`src/rtl/branch_resolve_pkg.sv`:
```
// rtl/branch_resolve_pkg.sv - shared types and constants for the branch resolve block
// Purpose : FSM state enum, opcode/FUNCT3 constants and the next-PC select enum
//           used by branch_resolve and branch_decide.
// Ports   : none (package)
package branch_resolve_pkg;

  typedef enum logic [1:0] {
    ST_IDLE = 2'd0,
    ST_EVAL = 2'd1,
    ST_RESP = 2'd2
  } state_e;

  localparam logic [6:0] OP_BRANCH = 7'b1100011;
  localparam logic [6:0] OP_JAL    = 7'b1101111;
  localparam logic [6:0] OP_JALR   = 7'b1100111;

  localparam logic [2:0] F3_BEQ  = 3'b000;
  localparam logic [2:0] F3_BNE  = 3'b001;
  localparam logic [2:0] F3_BLT  = 3'b100;
  localparam logic [2:0] F3_BGE  = 3'b101;
  localparam logic [2:0] F3_BLTU = 3'b110;
  localparam logic [2:0] F3_BGEU = 3'b111;

  typedef enum logic [1:0] {
    PC_SEL_PC4    = 2'b00,
    PC_SEL_JALR   = 2'b01,
    PC_SEL_BRANCH = 2'b10,
    PC_SEL_JAL    = 2'b11
  } pc_sel_e;

endpackage

```
`src/rtl/branch_decide.sv`:
```
// rtl/branch_decide.sv - combinational taken / next-PC source / illegal decode
// Purpose : decides redirect and next-PC source from opcode, FUNCT3 and the
//           RS1-vs-RS2 comparison flags.
// Ports   : opcode_i, funct3_i, br_eq_i, br_lt_i, br_ltu_i (inputs)
//           taken_o, pc_sel_o, illegal_o (outputs)
module branch_decide
  import branch_resolve_pkg::*;
(
  input  logic [6:0] opcode_i,
  input  logic [2:0] funct3_i,
  input  logic       br_eq_i,
  input  logic       br_lt_i,
  input  logic       br_ltu_i,
  output logic       taken_o,
  output pc_sel_e    pc_sel_o,
  output logic       illegal_o
);

  logic cond;

  always_comb begin
    cond      = 1'b0;
    taken_o   = 1'b0;
    pc_sel_o  = PC_SEL_PC4;
    illegal_o = 1'b0;
    case (opcode_i)
      OP_BRANCH: begin
        case (funct3_i)
          F3_BEQ:  cond = br_eq_i;
          F3_BNE:  cond = !br_eq_i;
          F3_BLT:  cond = br_lt_i;
          F3_BGE:  cond = !br_lt_i;
          F3_BLTU: cond = br_ltu_i;
          F3_BGEU: cond = !br_ltu_i;
          default: illegal_o = 1'b1;  // 010 / 011 are reserved
        endcase
        taken_o  = cond;
        pc_sel_o = cond ? PC_SEL_BRANCH : PC_SEL_PC4;
      end
      OP_JAL: begin
        taken_o  = 1'b1;
        pc_sel_o = PC_SEL_JAL;
      end
      OP_JALR: begin
        taken_o  = 1'b1;
        pc_sel_o = PC_SEL_JALR;
      end
      default: ;
    endcase
  end

endmodule

```
`src/rtl/branch_resolve.sv`:
```
// rtl/branch_resolve.sv - request/response branch and jump resolver
// Purpose : captures a branch/jump request, evaluates it one cycle later and
//           holds the registered result until the consumer accepts it.
//           Optional feature macro: BRANCH_STATS_EN adds branch/taken counters.
// Ports   : clk_i, rst_n_i (async active-low)
//           req_valid_i/req_ready_o, opcode_i, funct3_i, pc_i, rs1_i,
//           b_imm_i, j_imm_i, i_imm_i, br_eq_i, br_lt_i, br_ltu_i
//           rsp_valid_o/rsp_ready_i, pc_sel_o, taken_o, target_o,
//           misalign_o, illegal_o
//           br_count_o, taken_count_o (BRANCH_STATS_EN only)
module branch_resolve
  import branch_resolve_pkg::*;
(
  input  logic        clk_i,
  input  logic        rst_n_i,
  input  logic        req_valid_i,
  output logic        req_ready_o,
  input  logic [6:0]  opcode_i,
  input  logic [2:0]  funct3_i,
  input  logic [31:0] pc_i,
  input  logic [31:0] rs1_i,
  input  logic [31:0] b_imm_i,
  input  logic [31:0] j_imm_i,
  input  logic [31:0] i_imm_i,
  input  logic        br_eq_i,
  input  logic        br_lt_i,
  input  logic        br_ltu_i,
  output logic        rsp_valid_o,
  input  logic        rsp_ready_i,
  output logic [1:0]  pc_sel_o,
  output logic        taken_o,
  output logic [31:0] target_o,
  output logic        misalign_o,
`ifdef BRANCH_STATS_EN
  output logic [31:0] br_count_o,
  output logic [31:0] taken_count_o,
`endif
  output logic        illegal_o
);

  state_e state_q, state_d;
  logic   capture_en, eval_en, rsp_hs;

  // Request captured at the accept edge; nothing downstream sees live inputs.
  logic [6:0]  opcode_q;
  logic [2:0]  funct3_q;
  logic [31:0] pc_q, rs1_q, b_imm_q, j_imm_q, i_imm_q;
  logic        br_eq_q, br_lt_q, br_ltu_q;

  logic        taken_q, misalign_q, illegal_q;
  pc_sel_e     pc_sel_q;
  logic [31:0] target_q;

  logic        dec_taken, dec_illegal;
  pc_sel_e     dec_pc_sel;
  logic [31:0] pc_plus4, br_tgt, jal_tgt, jalr_sum, target_d;

  always_ff @(posedge clk_i or negedge rst_n_i) begin
    if (!rst_n_i) state_q <= ST_IDLE;
    else          state_q <= state_d;
  end

  always_comb begin
    state_d     = state_q;
    req_ready_o = 1'b0;
    rsp_valid_o = 1'b0;
    capture_en  = 1'b0;
    eval_en     = 1'b0;
    rsp_hs      = 1'b0;
    case (state_q)
      ST_IDLE: begin
        req_ready_o = 1'b1;
        if (req_valid_i) begin
          capture_en = 1'b1;
          state_d    = ST_EVAL;
        end
      end
      ST_EVAL: begin
        eval_en = 1'b1;
        state_d = ST_RESP;
      end
      ST_RESP: begin
        rsp_valid_o = 1'b1;
        if (rsp_ready_i) begin
          rsp_hs  = 1'b1;
          state_d = ST_IDLE;
        end
      end
      default: state_d = ST_IDLE;
    endcase
  end

  always_ff @(posedge clk_i or negedge rst_n_i) begin
    if (!rst_n_i) begin
      opcode_q <= '0;
      funct3_q <= '0;
      pc_q     <= '0;
      rs1_q    <= '0;
      b_imm_q  <= '0;
      j_imm_q  <= '0;
      i_imm_q  <= '0;
      br_eq_q  <= 1'b0;
      br_lt_q  <= 1'b0;
      br_ltu_q <= 1'b0;
    end else if (capture_en) begin
      opcode_q <= opcode_i;
      funct3_q <= funct3_i;
      pc_q     <= pc_i;
      rs1_q    <= rs1_i;
      b_imm_q  <= b_imm_i;
      j_imm_q  <= j_imm_i;
      i_imm_q  <= i_imm_i;
      br_eq_q  <= br_eq_i;
      br_lt_q  <= br_lt_i;
      br_ltu_q <= br_ltu_i;
    end
  end

  branch_decide u_decide (
    .opcode_i  (opcode_q),
    .funct3_i  (funct3_q),
    .br_eq_i   (br_eq_q),
    .br_lt_i   (br_lt_q),
    .br_ltu_i  (br_ltu_q),
    .taken_o   (dec_taken),
    .pc_sel_o  (dec_pc_sel),
    .illegal_o (dec_illegal)
  );

  // All sums are 32-bit and wrap.
  assign pc_plus4 = pc_q + 32'd4;
  assign br_tgt   = pc_q + b_imm_q;
  assign jal_tgt  = pc_q + j_imm_q;
  assign jalr_sum = rs1_q + i_imm_q;

  always_comb begin
    target_d = pc_plus4;
    case (dec_pc_sel)
      PC_SEL_JALR:   target_d = {jalr_sum[31:1], 1'b0};
      PC_SEL_BRANCH: target_d = br_tgt;
      PC_SEL_JAL:    target_d = jal_tgt;
      default:       target_d = pc_plus4;
    endcase
  end

  // Result registers load only in EVAL, so they stay frozen through RESP.
  always_ff @(posedge clk_i or negedge rst_n_i) begin
    if (!rst_n_i) begin
      taken_q    <= 1'b0;
      misalign_q <= 1'b0;
      illegal_q  <= 1'b0;
      pc_sel_q   <= PC_SEL_PC4;
      target_q   <= '0;
    end else if (eval_en) begin
      taken_q    <= dec_taken;
      misalign_q <= dec_taken & target_d[1];
      illegal_q  <= dec_illegal;
      pc_sel_q   <= dec_pc_sel;
      target_q   <= target_d;
    end
  end

  assign taken_o    = taken_q;
  assign misalign_o = misalign_q;
  assign illegal_o  = illegal_q;
  assign pc_sel_o   = pc_sel_q;
  assign target_o   = target_q;

`ifdef BRANCH_STATS_EN
  logic [31:0] br_count_q, br_count_d, taken_count_q, taken_count_d;
  logic        hs_branch;

  // opcode_q and taken_q are still held during RESP, so the handshake can use them.
  assign hs_branch = rsp_hs && (opcode_q == OP_BRANCH);

  always_comb begin
    br_count_d    = br_count_q;
    taken_count_d = taken_count_q;
    if (hs_branch && (br_count_q != 32'hFFFF_FFFF))
      br_count_d = br_count_q + 32'd1;
    if (hs_branch && taken_q && (taken_count_q != 32'hFFFF_FFFF))
      taken_count_d = taken_count_q + 32'd1;
  end

  always_ff @(posedge clk_i or negedge rst_n_i) begin
    if (!rst_n_i) begin
      br_count_q    <= '0;
      taken_count_q <= '0;
    end else begin
      br_count_q    <= br_count_d;
      taken_count_q <= taken_count_d;
    end
  end

  assign br_count_o    = br_count_q;
  assign taken_count_o = taken_count_q;
`endif

endmodule

```
`config.mk`:
```
export PLATFORM = sky130hd
export DESIGN_NAME = branch_resolve
export DESIGN_NICKNAME = d
export VERILOG_FILES = /design/src/rtl/branch_resolve_pkg.sv /design/src/rtl/branch_decide.sv /design/src/rtl/branch_resolve.sv
export SDC_FILE = /design/constraint.sdc
export NUM_CORES = 1
export LEC_CHECK = 0
export CAP_MARGIN = 20
export CORE_UTILIZATION = 45
export DETAILED_ROUTE_END_ITERATION = 10
export PLACE_DENSITY_LB_ADDON = 0.12
export SETUP_SLACK_MARGIN = 0.3
export SYNTH_ARGS = -nofsm -noshare
export SYNTH_HDL_FRONTEND = slang
export SYNTH_SLANG_ARGS = --single-unit
```
`constraint.sdc`:
```
create_clock -name clk_i -period 5.25 [get_ports clk_i]
set_input_delay 1.05 -clock clk_i [delete_from_list [all_inputs] [get_ports clk_i]]
set_output_delay 1.05 -clock clk_i [all_outputs]
set_load 0.005 [all_outputs]
```
==> results of run 1 <==
cell usage in the layout (no fill, tap or decap), drive strengths merged, types with 8 or more instances in the layout:
master | netlist | final
clkdlybuf4s50 | 0 | 214
dfrtp | 212 | 212
nand2 | 176 | 176
mux2 | 169 | 169
a21oi | 68 | 68
ha | 67 | 67
o21ai | 63 | 63
nor2 | 56 | 56
xnor2 | 45 | 45
a21o | 34 | 34
xor2 | 33 | 33
clkbuf | 42 | 33
inv | 19 | 19
and3 | 18 | 18
nand3 | 17 | 17
nor3 | 13 | 13
buf | 6 | 13
o21a | 12 | 12
o22ai | 12 | 12
a221oi | 11 | 11
nand4 | 10 | 10
a31oi | 10 | 10
and2 | 10 | 10
o211ai | 8 | 8
clkinv | 0 | 8
cell type report:
type                    instances  area (µm²)
well taps                     341       426.7
inverters                      19       71.32
diodes                          1       2.502
clock buffers                  32       681.9
repair buffers                228        2278
flip-flops and latches        212        5305
clock inverters                11       111.4
multi-input cells             916        6797
fillers                      2371       11280
how the worst max path moves through the flow:
stage                        end  slack, ns  cells after the start
floorplan           target_o[30]       1.43                     21
global placement    target_o[31]       1.00                     16
detailed placement  target_o[31]       0.91                     17
CTS                 target_o[31]       0.89                     17
global route        target_o[31]       0.61                     17
finish              target_o[31]       0.91                     17
power by group:
group	total (mW)	switching, mW	internal, mW	leakage [nW]
sequential	3.15	0.694	2.46	2.50
clock	1.69	0.677	1.01	0.394
combinational	6.68	3.53	3.14	3.86
state kept, by name, summed over array words and instances, names as in the netlist, 2 cells and up:
signal and flops:
pc_q 32, i_imm_q 32, j_imm_q 32, state_q 2, target_o 32, funct3_q 3
pc_sel_o 2, opcode_q 7, rs1_q 32, b_imm_q 32
logic make-up after synthesis:
family,synth area share
AND/OR/NAND/NOR,0.1154
AO/OA/AOI/OAI,0.1498
buffers and inverters,0.02364
XOR/XNOR,0.05515
adder cells (fa/ha/maj),0.07091
flip-flops,0.4283
multiplexers,0.1569
metrics by stage:
stage                     cells  total power [mW]  setup slack, ns  cell area, µm²
after floorplan            1195             7.853            1.434           12390
after global placement     1716             9.718            1.001           14880
after detailed placement   1716             9.767           0.9098           14880
after CTS                  1759             11.52           0.8888           15670
after global routing       1760             12.40           0.6110           15670
final                      1760             11.52           0.9055           15670
worst min-delay path, stage by stage (launching register included):
cell,delay (ns)
dfrtp_1,0.34
nand2_1,0.05
o21ai_0,0.06
routing by layer:
metal | up-vias | global-route usage
li1 | 4731 | -
met1 | 4756 | 0.3578
met2 | 266 | 0.3495
met3 | 35 | 0.03079
met4 | 0 | 0.05505
met5 | - | 0
==> metrics.yaml, run 1 <==
crit_family: "compound AO/OA/AOI/OAI gates"
max-slew-margin-rel: 0.3852
crit_start: "opcode_q[4]"
drv_cap: 0
ir_worst_vdd_v: 0.0002543
hold_ws_ns: 0.4843
die_h_um: 167.9
start_util: 0.4596
drc: 0
antenna_found_initial: 1
cts_made_buffers: 24
hold_end: "target_o[7]"
path_buf_inv: 0
ios: 216
dieArea_um2: 28190
synth_area_leader_cell: "dfrtp_1"
firstDrtPassIters: 5
fin_crit_sh: 0.8275
yosysMostFrequentCell: "dfrtp_1"
synthCells: 1195
cp.required_ns: 5.65
clock_sinks: 212
cp_slowest_stage_delay_ns: 0.48
routed.top_layer: "met4"
skew_ns: 0.009599
setup_viol: 0
fp-row-count: 60
ant_nets: 0
via_count: 9788
hold_depth: 2
clk_latency_ns: 0.52
grt_pass1_wl_mm: 52.38
rr_startpoint: "opcode_q[4]"
postSynthAreaPerCell_um2: 10.37
path_common_cell: "nand2_1"
timing.rr.end: "target_o[31]"
crit_fanout: 17
critPathSlowestCell: "nand2_1"
cts_max_level: 1
core-area_um2: 26950
synth_area_um2: 12390
synth_area_leaders: "dfrtp_1 (43%), mux2_2 (15%), ha_1 (6.8%)"
syn_nets: 1441
grt_overflow: 0
end_kind: "flop"
fp.dieW_um: 167.9
dp_hpwl_mm: 24.76
grtUsageTotal: 0.2342
ctsResizeCount: 0
start_kind: "flop"
synthFlopType: "dfrtp_1"
p_leak_nw: 6.751
crit_chain: "nor2b_1 > nand4_1 > nor2_1 > nand2_1 > nand2_1 > nand2_1 > ha_1 > a211oi_2 > o211ai_2 > a41oi_2 > o31ai_4 > a21oi_2 > o21ai_2 > a221oi_2 > mux2i_1 > nor2_1 > o32a_1"
routedWlPerCell_um: 18.71
cts_setup_buffers: 0
io_buffers: 215
yosys_warnings: 0
fin_tns_setup_ns: 0
fin_nets: 1647
synth_top_area_share: 0.4283
grt_max_degree: 126
area_growth_pct: 26.54
yosysUniqueCellTypes: 71
place_congestion: 0.8647
path_clk_slew_ns: 0.06
hold_start: "target_o[7]"
synth_edf_count: 0
ys_ff_latch: 212
routed_wl_mm: 32.93
power_density_nw_per_um2: 734.7
cts_tree: "yes"
hp-class: "reg2reg"
drtIter0Drc: 632
cp.arrival_ns: 4.75
rsz0062_at_grt: "false"
synth_common_cells: "dfrtp_1 (212), nand2_1 (176), mux2_2 (169)"
ctsHoldBuffers: 0
status: "finished, final reports clean"
crit_type: "reg2reg"
fin_util: 0.5816
clockRootBuffer: "clkbuf_16"
final-hold-violation-count: 0
routedLengthMet1_mm: 16.61
fin_crit_ns: 4.344
synth-seq-area-share: 0.4283
wl_met3_mm: 1.710
max_freq_mhz: 230.2
viasPerCell: 5.561
drv_slew: 0
tightestPinTransition_ns: 0.9189
grt_pass1_vias: 9555
worstRegToRegCells: 17
r2r_slack_ns: 0.91
postSynth.asyncResetShare: 1.000
clk_path_buf_depth: 3
route.met2.wl_mm: 14.06
final_layout_size_suffix_gt1_frac: 0.1770
Note: power is estimated with default switching activity, not from simulation.
==> run 2: changes to the inputs <==
==> constraint.sdc (replaced) <==
create_clock -name clk_i -period 4.4 [get_ports clk_i]
set_input_delay 0.88 -clock clk_i [delete_from_list [all_inputs] [get_ports clk_i]]
set_output_delay 0.88 -clock clk_i [all_outputs]
set_load 0.005 [all_outputs]
==> run 2 against run 1 <==
Against the previous run:
- sequential cell count did not move
- register-to-register slack got worse by 0.37 ns
- setup slack got worse by 0.37 ns
- global-route usage rose by 0.34 points
- worst hold slack got worse by 0.047 ns
- critical path type unchanged
- via count fell by 0.27%
==> metrics.yaml, run 2 (synthesized netlist as in run 1, its figures left out) <==
p_comb_frac: 0.590  # was 0.580
final.setup.worst_slack_ns: 0.5381  # was 0.9055 ns
drv_slew: 0  # unchanged
fin_tns_setup_ns: 0  # unchanged
final_common_cell: "clkdlybuf4s50_1"  # unchanged
grt_overflow: 0  # unchanged
status: "finished, final reports clean"  # unchanged
die_h_um: 167.9  # unchanged
area_growth_pct: 28.26  # was 26.54%
firstDrtPassIters: 5  # unchanged
setup_viol: 0  # unchanged
tightestPinTransition_ns: 0.8939  # was 0.9189 ns
end_kind: "flop"  # unchanged
drc: 0  # unchanged
pre_cts_slack_ns: 0.2666  # was 0.9098 ns
crit_chain: "nor2b_1 > nand4_1 > nor2_2 > nand2_2 > buf_12 > buf_4 > nand2_1 > nand2_1 > ha_1 > a21oi_1 > o21ai_0 > and2_1 > o21a_1 > a21oi_2 > o21ai_4 > a221oi_4 > mux2i_1 > nor2_1 > o32a_1"  # was nor2b_1 > nand4_1 > nor2_1 > nand2_1 > nand2_1 > nand2_1 > ha_1 > a211oi_2 > o211ai_2 > a41oi_2 > o31ai_4 > a21oi_2 > o21ai_2 > a221oi_2 > mux2i_1 > nor2_1 > o32a_1
cts_made_buffers: 25  # was 24
critPathSlowestCell: "dfrtp_1"  # was nand2_1
cp_slowest_stage_delay_ns: 0.37  # was 0.48 ns
viasPerCell: 5.521  # was 5.561
fp.dieW_um: 167.9  # unchanged
dieArea_um2: 28190  # unchanged
n_antenna_cell: 0  # was 1
via_count: 9762  # was 9788
grt_pass1_vias: 9661  # was 9555
final_layout_size_suffix_gt1_frac: 0.1871  # was 0.1770
final-hold-violation-count: 0  # unchanged
fin_area_um2: 15890  # was 15670 µm²
dp_hpwl_mm: 24.95  # was 24.76 mm
ant_nets: 0  # unchanged
place_area_um2: 14930  # was 14880 µm²
cts_tree: "yes"  # unchanged
cts_max_level: 1  # unchanged
max-slew-margin-rel: 0.4041  # was 0.3852
internal_power_mw: 8.015  # was 6.611 mW
place_congestion: 0.8721  # was 0.8647
clk_path_buf_depth: 3  # unchanged
cp.required_ns: 4.82  # was 5.65 ns
power_mw: 13.97  # was 11.52 mW
routed_wl_mm: 33.27  # was 32.93 mm
hold_ws_ns: 0.4371  # was 0.4843 ns
cp.arrival_ns: 4.28  # was 4.75 ns
drv_cap: 0  # unchanged
fin_crit_ns: 3.862  # was 4.344 ns
grt_max_degree: 127  # was 126
fin_util: 0.5895  # was 0.5816
core-area_um2: 26950  # unchanged
io_buffers: 215  # unchanged
fp-row-count: 60  # unchanged
skew_ns: 0.01017  # was 0.009599 ns
start_kind: "flop"  # unchanged
routedWlPerCell_um: 18.82  # was 18.71 µm
max_freq_mhz: 258.9  # was 230.2 MHz
fin_nets: 1657  # was 1647
switching_share: 0.4262  # was 0.4259
power_frac_seq: 0.267  # was 0.274
clockRootBuffer: "clkbuf_16"  # unchanged
final_cell_mix: "clkdlybuf4s50_1 (214), dfrtp_1 (212), nand2_1 (175)"  # was clkdlybuf4s50_1 (214), dfrtp_1 (212), nand2_1 (176)
path_clk_slew_ns: 0.06  # about the same
hp-class: "in2async"  # was reg2reg
rsz0062_at_grt: "true"  # was false
fin_crit_sh: 0.8777  # was 0.8275
p_switching_mw: 5.954  # was 4.905 mW
antenna_found_initial: 0  # was 1
clkPwrFrac: 0.143  # was 0.146
ir_worst_vdd_v: 0.0003115  # was 0.0002543 V
path_common_cell: "nand2_1"  # unchanged
crit_fanout: 16  # was 17
stdcell_count: 1768  # was 1760
crit_type: "reg2reg"  # unchanged
start_util: 0.4596  # unchanged
dp_cells: 1718  # was 1716
grt_pass1_wl_mm: 52.97  # was 52.38 mm
clock_sinks: 212  # unchanged
ios: 216  # unchanged
drtIter0Drc: 560  # was 632
p_leak_nw: 6.828  # was 6.751 nW
grtUsageTotal: 0.2375  # was 0.2342
clk_latency_ns: 0.53  # was 0.52 ns
power_density_nw_per_um2: 879.2  # was 734.7 nW/µm²
==> run 2: timing repair <==
action / 4_1_cts / 5_1_grt
endpoints found under the setup margin: 2 / 10
hold buffers: 0 / 0
pin swaps: 0 / 15
gates cloned: 0 / 1
resized for setup: 1 / 18
buffers inserted: 0 / 6
==> run 2: final timing paths <==
check,depth (start not counted),end,slack [ns],startpoint
worst min-delay path,1,i_imm_q[5],0.44,rst_n_i
worst max register to register,19,target_o[31],0.54,opcode_q[4]
max in group asynchronous,2,pc_q[29],3.15,rst_n_i
min in group clk_i,2,target_o[12],0.48,target_o[12]
worst max-delay path,19,target_o[31],0.54,opcode_q[4]
worst min register to register,2,target_o[12],0.48,target_o[12]
==> run 2: layer usage <==
metal  part of all wire  track usage  routed length (µm)
met1               0.51       0.3631               16820
met2               0.42       0.3507               14050
met3              0.048      0.03268                1592
met4              0.024      0.06143                 804
met5                  0            0                   0
==> run 2: final cells by class <==
class | count | area, µm²
Inverter | 19 | 71.32
Clock inverter | 4 | 48.80
Fill cell | 2334 | 11060
Tap cell | 341 | 426.7
Sequential cell | 212 | 5305
Timing Repair Buffer | 237 | 2401
Clock buffer | 39 | 738.2
Multi-Input combinational cell | 916 | 6897
==> run 2: critical path: cells and delay by family (launching register included) <==
family	cells	cell delay [ns]
mux	1	0.22
fa+ha+maj	1	0.34
compound gates	7	1.49
simple gates	8	0.94
buf+inv	2	0.36
flops	1	0.37
==> run 2: power by group through the flow <==
stage / Combinational, mW / Sequential (mW) / Clock, mW
after floorplan: 5.89 / 3.48 / 0
after global placement: 7.90 / 3.73 / 0
after detailed placement: 7.94 / 3.75 / 0
after CTS: 8.00 / 3.73 / 2.05
after global routing: 9.09 / 3.88 / 2.13
final: 8.24 / 3.73 / 2.00
